## config.mk

```make
export PLATFORM = sky130hd
export DESIGN_NAME = alu_issue_ctrl
export DESIGN_NICKNAME = d
export VERILOG_FILES = /design/src/rtl/alu_issue_ctrl.sv
export SDC_FILE = /design/constraint.sdc
export NUM_CORES = 1
export LEC_CHECK = 0
export ABC_AREA = 1
export CAP_MARGIN = 15
export CORE_MARGIN = 5
export CORE_UTILIZATION = 45
export CTS_CLUSTER_DIAMETER = 40
export DETAILED_ROUTE_END_ITERATION = 10
export PLACE_DENSITY = 0.86
export SLEW_MARGIN = 20
export SYNTH_ARGS = -nofsm -noshare
export SYNTH_HDL_FRONTEND = slang
export SYNTH_SLANG_ARGS = --single-unit
```

## constraint.sdc

```tcl
create_clock -name clk -period 2.1 [get_ports clk]
set_input_delay 0.63 -clock clk [delete_from_list [all_inputs] [get_ports clk]]
set_output_delay 0.63 -clock clk [all_outputs]
set_load 0.03 [all_outputs]
```

## src/rtl/alu_issue_ctrl.sv

```systemverilog
// rtl/alu_issue_ctrl.sv - ALU issue/result controller: decodes MIPS instructions, drives the ALU, returns writeback/branch results
// Optional build macro: DIV_ZERO_TRAP_EN (div with rt_val==0 is reported as illegal instead of being issued).
module alu_issue_ctrl #(
  parameter int unsigned ALU_WAIT = 1
) (
  input  logic        clk,
  input  logic        rst_n,
  input  logic        in_valid,
  output logic        in_ready,
  input  logic [31:0] instr,
  input  logic [31:0] rs_val,
  input  logic [31:0] rt_val,
  input  logic [31:0] pc,
  output logic [31:0] alu_a,
  output logic [31:0] alu_b,
  output logic [5:0]  alu_func,
  input  logic [31:0] alu_out,
  input  logic        alu_zero,
  output logic        res_valid,
  input  logic        res_ready,
  output logic [31:0] res_data,
  output logic [4:0]  res_dest,
  output logic        res_we,
  output logic        br_taken,
  output logic [31:0] br_target,
  output logic        illegal
);

  localparam logic [2:0] WAIT_LAST = 3'(ALU_WAIT);

  localparam logic [5:0] F_SLL  = 6'b000000;
  localparam logic [5:0] F_SRL  = 6'b000010;
  localparam logic [5:0] F_SLLV = 6'b000100;
  localparam logic [5:0] F_SRLV = 6'b000110;
  localparam logic [5:0] F_MULT = 6'b011000;
  localparam logic [5:0] F_DIV  = 6'b011010;
  localparam logic [5:0] F_ADDU = 6'b100001;
  localparam logic [5:0] F_SUB  = 6'b100010;
  localparam logic [5:0] F_SUBU = 6'b100011;
  localparam logic [5:0] F_AND  = 6'b100100;
  localparam logic [5:0] F_OR   = 6'b100101;
  localparam logic [5:0] F_XOR  = 6'b100110;
  localparam logic [5:0] F_NOR  = 6'b100111;
  localparam logic [5:0] F_SLT  = 6'b101010;
  localparam logic [5:0] F_LUI  = 6'b111101;

  typedef enum logic [1:0] {IDLE, EXEC, RESP} state_t;

  state_t      state;
  logic [2:0]  cnt;

  // Decoded instruction, held until the ALU result is sampled
  logic [4:0]  p_dest;
  logic        p_we;
  logic        p_branch;
  logic        p_ne;
  logic [31:0] p_target;

  logic        d_legal;
  logic [5:0]  d_func;
  logic [31:0] d_a;
  logic [31:0] d_b;
  logic [4:0]  d_dest;
  logic        d_branch;
  logic        d_ne;
  logic        d_we;
  logic [31:0] d_target;

  logic [5:0]  op;
  logic [4:0]  rt_f;
  logic [4:0]  rd_f;
  logic [4:0]  shamt;
  logic [5:0]  funct;
  logic [15:0] imm;
  logic [31:0] sext;
  logic [31:0] zext;

  assign op    = instr[31:26];
  assign rt_f  = instr[20:16];
  assign rd_f  = instr[15:11];
  assign shamt = instr[10:6];
  assign funct = instr[5:0];
  assign imm   = instr[15:0];
  assign sext  = {{16{imm[15]}}, imm};
  assign zext  = {16'b0, imm};

  // rs arrives pre-read as rs_val; the zero flag is informational because
  // branch outcomes are derived from the captured result itself.
  logic unused_inputs;
  assign unused_inputs = ^{instr[25:21], alu_zero};

  // Map the raw instruction onto ALU func/operands, destination and branch kind
  always_comb begin
    d_legal  = 1'b1;
    d_func   = F_ADDU;
    d_a      = rs_val;
    d_b      = rt_val;
    d_dest   = rt_f;
    d_branch = 1'b0;
    d_ne     = 1'b0;
    case (op)
      6'b000000: begin
        d_dest = rd_f;
        case (funct)
          F_ADDU, F_SUBU, F_SUB, F_AND, F_OR, F_XOR, F_NOR, F_SLT,
          F_SLLV, F_SRLV, F_MULT: d_func = funct;
          F_DIV: begin
            d_func = F_DIV;
`ifdef DIV_ZERO_TRAP_EN
            if (rt_val == 32'd0) d_legal = 1'b0;
`else
            d_legal = 1'b1;
`endif
          end
          F_SLL: begin
            d_func = F_SLLV;
            d_a    = {27'b0, shamt};
          end
          F_SRL: begin
            d_func = F_SRLV;
            d_a    = {27'b0, shamt};
          end
          default: d_legal = 1'b0;
        endcase
      end
      6'b001001: begin d_func = F_ADDU; d_b = sext; end
      6'b001010: begin d_func = F_SLT;  d_b = sext; end
      6'b001100: begin d_func = F_AND;  d_b = zext; end
      6'b001101: begin d_func = F_OR;   d_b = zext; end
      6'b001110: begin d_func = F_XOR;  d_b = zext; end
      6'b001111: begin d_func = F_LUI;  d_b = zext; end
      6'b000100: begin d_func = F_SUB; d_branch = 1'b1; end
      6'b000101: begin d_func = F_SUB; d_branch = 1'b1; d_ne = 1'b1; end
      6'b000110: begin
        d_func = F_SLT; d_a = 32'd0; d_b = rs_val; d_branch = 1'b1;
      end
      6'b000111: begin
        d_func = F_SLT; d_a = 32'd0; d_b = rs_val; d_branch = 1'b1; d_ne = 1'b1;
      end
      6'b000001: begin
        if (rt_f == 5'b00001) begin
          d_func = F_SLT; d_a = rs_val; d_b = 32'd0; d_branch = 1'b1;
        end else begin
          d_legal = 1'b0;
        end
      end
      default: d_legal = 1'b0;
    endcase
  end

  assign d_we     = d_legal && !d_branch && (d_dest != 5'd0);
  assign d_target = pc + 32'd4 + {sext[29:0], 2'b00};

  // Issue FSM: accept, hold ALU inputs for ALU_WAIT cycles, then present the result
  always_ff @(posedge clk or negedge rst_n) begin
    if (!rst_n) begin
      state     <= IDLE;
      cnt       <= 3'd0;
      in_ready  <= 1'b1;
      alu_a     <= 32'd0;
      alu_b     <= 32'd0;
      alu_func  <= F_ADDU;
      res_valid <= 1'b0;
      res_data  <= 32'd0;
      res_dest  <= 5'd0;
      res_we    <= 1'b0;
      br_taken  <= 1'b0;
      br_target <= 32'd0;
      illegal   <= 1'b0;
      p_dest    <= 5'd0;
      p_we      <= 1'b0;
      p_branch  <= 1'b0;
      p_ne      <= 1'b0;
      p_target  <= 32'd0;
    end else begin
      case (state)
        IDLE: begin
          if (in_valid) begin
            in_ready <= 1'b0;
            if (d_legal) begin
              alu_a    <= d_a;
              alu_b    <= d_b;
              alu_func <= d_func;
              p_dest   <= d_dest;
              p_we     <= d_we;
              p_branch <= d_branch;
              p_ne     <= d_ne;
              p_target <= d_branch ? d_target : 32'd0;
              cnt      <= 3'd1;
              state    <= EXEC;
            end else begin
              // Illegal: ALU keeps its idle inputs, answer next cycle
              res_valid <= 1'b1;
              res_data  <= 32'd0;
              res_dest  <= 5'd0;
              res_we    <= 1'b0;
              br_taken  <= 1'b0;
              br_target <= 32'd0;
              illegal   <= 1'b1;
              state     <= RESP;
            end
          end
        end
        EXEC: begin
          if (cnt == WAIT_LAST) begin
            res_valid <= 1'b1;
            res_data  <= alu_out;
            res_dest  <= p_dest;
            res_we    <= p_we;
            br_taken  <= p_branch && ((alu_out == 32'd0) ^ p_ne);
            br_target <= p_target;
            illegal   <= 1'b0;
            alu_a     <= 32'd0;
            alu_b     <= 32'd0;
            alu_func  <= F_ADDU;
            state     <= RESP;
          end else begin
            cnt <= cnt + 3'd1;
          end
        end
        RESP: begin
          if (res_ready) begin
            res_valid <= 1'b0;
            in_ready  <= 1'b1;
            state     <= IDLE;
          end
        end
        default: state <= IDLE;
      endcase
    end
  end

endmodule

```

# Yosys cells after proc, flatten, opt, wreduce, memory -nomap -nowiden
# Index checks and enable logic that the tools add are counted.
# totals
register_bits	189
inputBits	165
output_inout_bits	144
wordCells	146
# classes
n_addsub	3
n_eq_ne	34
mux	60
n_bitwise	1
n_reduce_logical	30
# op_table
cell	n
$mux W32	12
$pmux W32 S2	5
$pmux W32 S4	1
$eq A6 B6 Y1 const B	8
$pmux W6 S8	1
$eq A6 B3 Y1 const B	6
$eq A6 B4 Y1 const B	6
$add A32 B3 Y32 const B	1
$add A32 B32 Y32	1
$logic_not A32 Y1	1
$pmux W6 S4	1
$mux W5	4
$mux W6	3
$mux W1	14
$reduce_or A14 Y1	1
$eq A6 B5 Y1 const B	2
$logic_not A6 Y1	2
$ne A2 B2 Y1 const B	6
$pmux W6 S2	1
$reduce_and A4 Y1	3
$reduce_or A11 Y1	1
$pmux W1 S2	5
$pmux W5 S2	1
$reduce_or A10 Y1	1
25 further kinds	41

# Depth between registers and ports, before layout
# logic_depth
depth_word	7
ltp_mapped	16
depth_no_buf	16

# Worst setup path before layout
# OpenSTA, ideal clock, no wires.
# synth_timing
path_kind	input port to flip-flop
start	input port instr[1]
end	register p_target[25]
setup_ns	0.130
arrival_time_ns	2.316
required_time_ns	1.970
path_slack_ns	-0.347
path_stages	14
n_path_buf	0
cell_sequence	ha_1 -> ha_1 -> inv_1 -> fa_1 -> inv_1 -> nand3_1 -> nand3_1 -> nand2_1 -> nand2_1 -> nand3_1 -> nand3_1 -> nand2_1 -> nand2_1 -> o21ai_0
# synth_between
elab_chain_cells	5
word_cells_on_any_way	20
cone_classes	1 x add/sub; 13 x eq/ne; 3 x mux; 3 x reduce/logical
# synth_rtl
element	line_no	text
from (decl)	10	input logic [31:0] instr,
branches (longest 5 deep; another with $add A32 B32 Y32)	-	
to (signal assigned)	188	p_target <= d_branch ? d_target : 32'd0;
to (decl)	57	logic [31:0] p_target;
# Several ways; the timed one is not identified.
# A chain may end at the register's enable or synchronous reset.

# Worst setup path after layout
# layout_timing
start	input port pc[7]
end	register p_target[31]
# layout_between
elab_chain_cells	3
# layout_rtl
element	line_no	text
from (decl)	13	input logic [31:0] pc,
$add A32 B3 Y32	152	assign d_target = pc + 32'd4 + {sext[29:0], 2'b00};
$add A32 B32 Y32	152	
$mux W32	188	
# Every way passes these cells.

==> reports/qor.yml <==
clocking:
  clock_latency_ns: 0.44
  cts_max_path_buffers: 2
  cts.sinks: 189
  cts_tree: "done"
  cts_root_buffer: "clkbuf_16"
  htree_levels: 4
  clk_pin_slew_worst_paths_ns: 0.08
  numCtsBuffers: 17
  cts-hold-fix-buffers: 0
power:
  sw_frac_of_total: 0.4625
  seq_power_share: 0.278
  internal_power_mw: 10.57
  peakVddDrop_mv: 0.9963
  combPwrFrac: 0.551
  p_clk_frac: 0.172
  cellLeakagePower_nw: 9.678
  power_density_nw_per_um2: 1054
  p_switching_mw: 9.096
synth:
  synth_edf_count: 0
  async_reset_ff_frac: 1.000
  ys_types: 41
  yosysSeqAreaShare: 0.4059
  synth.avg_cell_area_um2: 7.102
  syn_area_um2: 11660
  ys_ff_latch: 189
  synth_top_cell_by_area: "dfrtp_1"
  synth_ff_type: "dfrtp_1"
  synth_warnings: 0
  synth_area_leaders: "dfrtp_1, nand2_1, ha_1, nand3_1, inv_1"
  synth_nets: 1870
  syn_inst: 1642
  synth_top_area_frac: 0.3991
place:
  port_buffers: 302
  globalplace.congestion: 0.9816
  place_area_um2: 16740
  dp_hpwl_um: 32090
route:
  drc: 0
  ant_nets: 0
  via_count: 13150
  drt_first_pass_iters: 5
  avgRoutedWirePerCell_um: 17.63
  drt-initial-drc-count: 1200
  viasPerCell: 5.349
  wl_um: 43360
final_layout:
  final_common_cell: "nand2_1"
  final_cell_mix: "nand2_1, dfrtp_1, buf_4, dlygate4sd2_1, inv_1"
  seqCellArea_um2: 4733
  fin_nets: 2334
  fillers: 1973
  drive_above_1_share: 0.2482
  area_delta_synth_final_pct: 59.97
  multiInputGateArea_um2: 7513
  final_area_um2: 18650
  utilization: 0.7241
timing:
  setup_viol: 0
  slew_headroom: 0.6922
  fmax_ghz: 0.4777
  report.final.slew_viol_count: 0
  fin_worst_skew_ns: 0.01654
  timing.final.crit_share: 0.9969
  rsz0062_at_grt: "yes"
  fin_crit_ns: 2.094
  worstMarginPinSlew_ns: 0.4616
  finalHoldViolCount: 0
floorplanning:
  coreArea_um2: 25760
  die_y_um: 171.0
  die_area_um2: 29230
  die_x_um: 171.0
  io_pins: 309
  rows: 59
  start_util: 0.4526
worst_setup_path:
  max_stage_delay_ns: 0.31
  crit_path_cell_trace: "dlygate4sd2_1, ha_4, ha_4, buf_4, nand2_4, nor2_4, and2_4, nand2_4, nand3_4, nand2_2, nand2_1, nand2_1, nand3_2, o21ai_1"
  worstPathArrival_ns: 2.42
  cp_slowest_cell: "ha_4"
  reg2reg_slack_ns: 0.16
  worstSetupStartpointType: "input port"
  crit_type: "in2reg"
  rr_startpoint: "state[1]"
  r2r_end: "alu_a[0]"
  r2r_cells: 9
  crit_path_end_kind: "flop"
  critPathMaxFanout: 4
  critPathRequiredTime_ns: 2.43
global_routing:
  met2_usage: 0.4927
  grt_pass1_wl_um: 66110
  grt-ovfl-total: 0
  antenna_found_initial: 5
  use_met1: 0.3475
  grtUsageTotal: 0.2825
  grt_pass1_vias: 12790
  grt_max_degree: 81
  met3_usage: 0.03604
  grt_busiest_layer: "met2"
run_status:
  status: "complete, no violations"
worst_hold_path:
  hold_path.class: "in2async"
run:
  max-cap-violations: 0
-- critical path: cells and delay by family --
family,cells,cell delay (ns)
fa+ha+maj,2,0.54
simple gates,9,0.79
buf+inv,2,0.40
compound gates,1,0.06
-- metal layers --
layer | vias up | share of wire | wire, um
met5 | - | 0 | 0
met4 | 0 | 0.051 | 2192
met3 | 144 | 0.057 | 2492
met2 | 528 | 0.50 | 21760
met1 | 6251 | 0.39 | 16920
li1 | 6230 | - | -
-- state kept, by name (all words and copies together), names as in the netlist --
register   count
alu_a         32
alu_func       6
state          2
res_dest       5
p_we           1
in_ready       1
p_target      32
alu_b         32
res_we         1
br_target     32
p_branch       1
res_data      32
cnt            3
res_valid      1
p_ne           1
br_taken       1
p_dest         5
illegal        1
-- cells in the mapped netlist, drive strengths merged (4+ instances only) --
cell	count
nor3	7
a21oi	63
nand2	628
xnor2	11
buf	33
nand3	116
nand4	25
nor4	4
dfrtp	186
clkbuf	37
nor2	107
and2	5
nand3b	6
o21ai	178
inv	150
xor2	6
ha	62
-- cells by family (layout without fill, tap and decap cells) --
group                      Yosys count  after routing  share of synthesized area
adders and majority gates           63             63                    0.06824
DFF                                189            189                     0.4059
xor gates and xnor gates            17             17                    0.01277
buffers and inverters              222            698                    0.08154
other                                0              5                          0
AOI/OAI and AO/OA                  249            249                     0.1123
and+or+nand+nor                    902            903                     0.3192
-- power groups by stage --
stage               logic (mW)  clock network (mW)  registers, mW
finish                    10.8                3.38           5.46
detailed placement        10.4                   0           5.55
global route              11.7                3.58           5.59
floorplan                 4.21                   0           7.41
global placement          10.2                   0           5.48
CTS                       10.2                3.42           5.45
-- how the worst max path moves through the flow --
| stage | start | endpoint | slack (ns) | cells past startpoint |
|---|---|---|---|---|
| floorplan | pc[3] | p_target[25] | -0.1 | 14 |
| global placement | instr[15] | p_target[29] | -0.90 | 12 |
| detailed placement | instr[15] | p_target[27] | -0.93 | 14 |
| CTS | pc[26] | p_target[29] | -0.03 | 10 |
| global route | instr[15] | p_target[31] | -0.06 | 14 |
| finish | pc[7] | p_target[31] | 0.006 | 14 |
-- metrics by stage --
stage / hold WS (ns) / instances / setup TNS [ns] / total power, mW / setup slack (ns)
4_1_cts: 0.09256 / 2439 / -0.02554 / 19.07 / -0.02554
6_report: 0.09442 / 2459 / 0 / 19.67 / 0.006435
3_5_place_dp: 0.4593 / 2393 / -114.83 / 15.98 / -0.9267
2_1_floorplan: 0.3344 / 1642 / -0.6573 / 11.62 / -0.09899
3_3_place_gp: 0.4540 / 2393 / -106.23 / 15.69 / -0.9002
5_1_grt: 0.1051 / 2459 / -0.3653 / 20.84 / -0.06156
-- layout make-up --
cell class | instances | share of cell area
Inverter | 152 | 0.03092
Tap cell | 335 | 0.02247
Sequential cell | 189 | 0.2537
Multi-Input combinational cell | 1232 | 0.4028
Clock inverter | 14 | 0.009793
Timing Repair Buffer | 514 | 0.2561
Antenna cell | 5 | 0.0006707
Clock buffer | 18 | 0.02354
-- what timing repair did --
item	CTS	global route
gates resized for setup	324	176
cloned	1	3
setup endpoints to repair	319	192
pin swaps	39	79
setup buffers	13	12
Power figures use the tool's default switching activity.
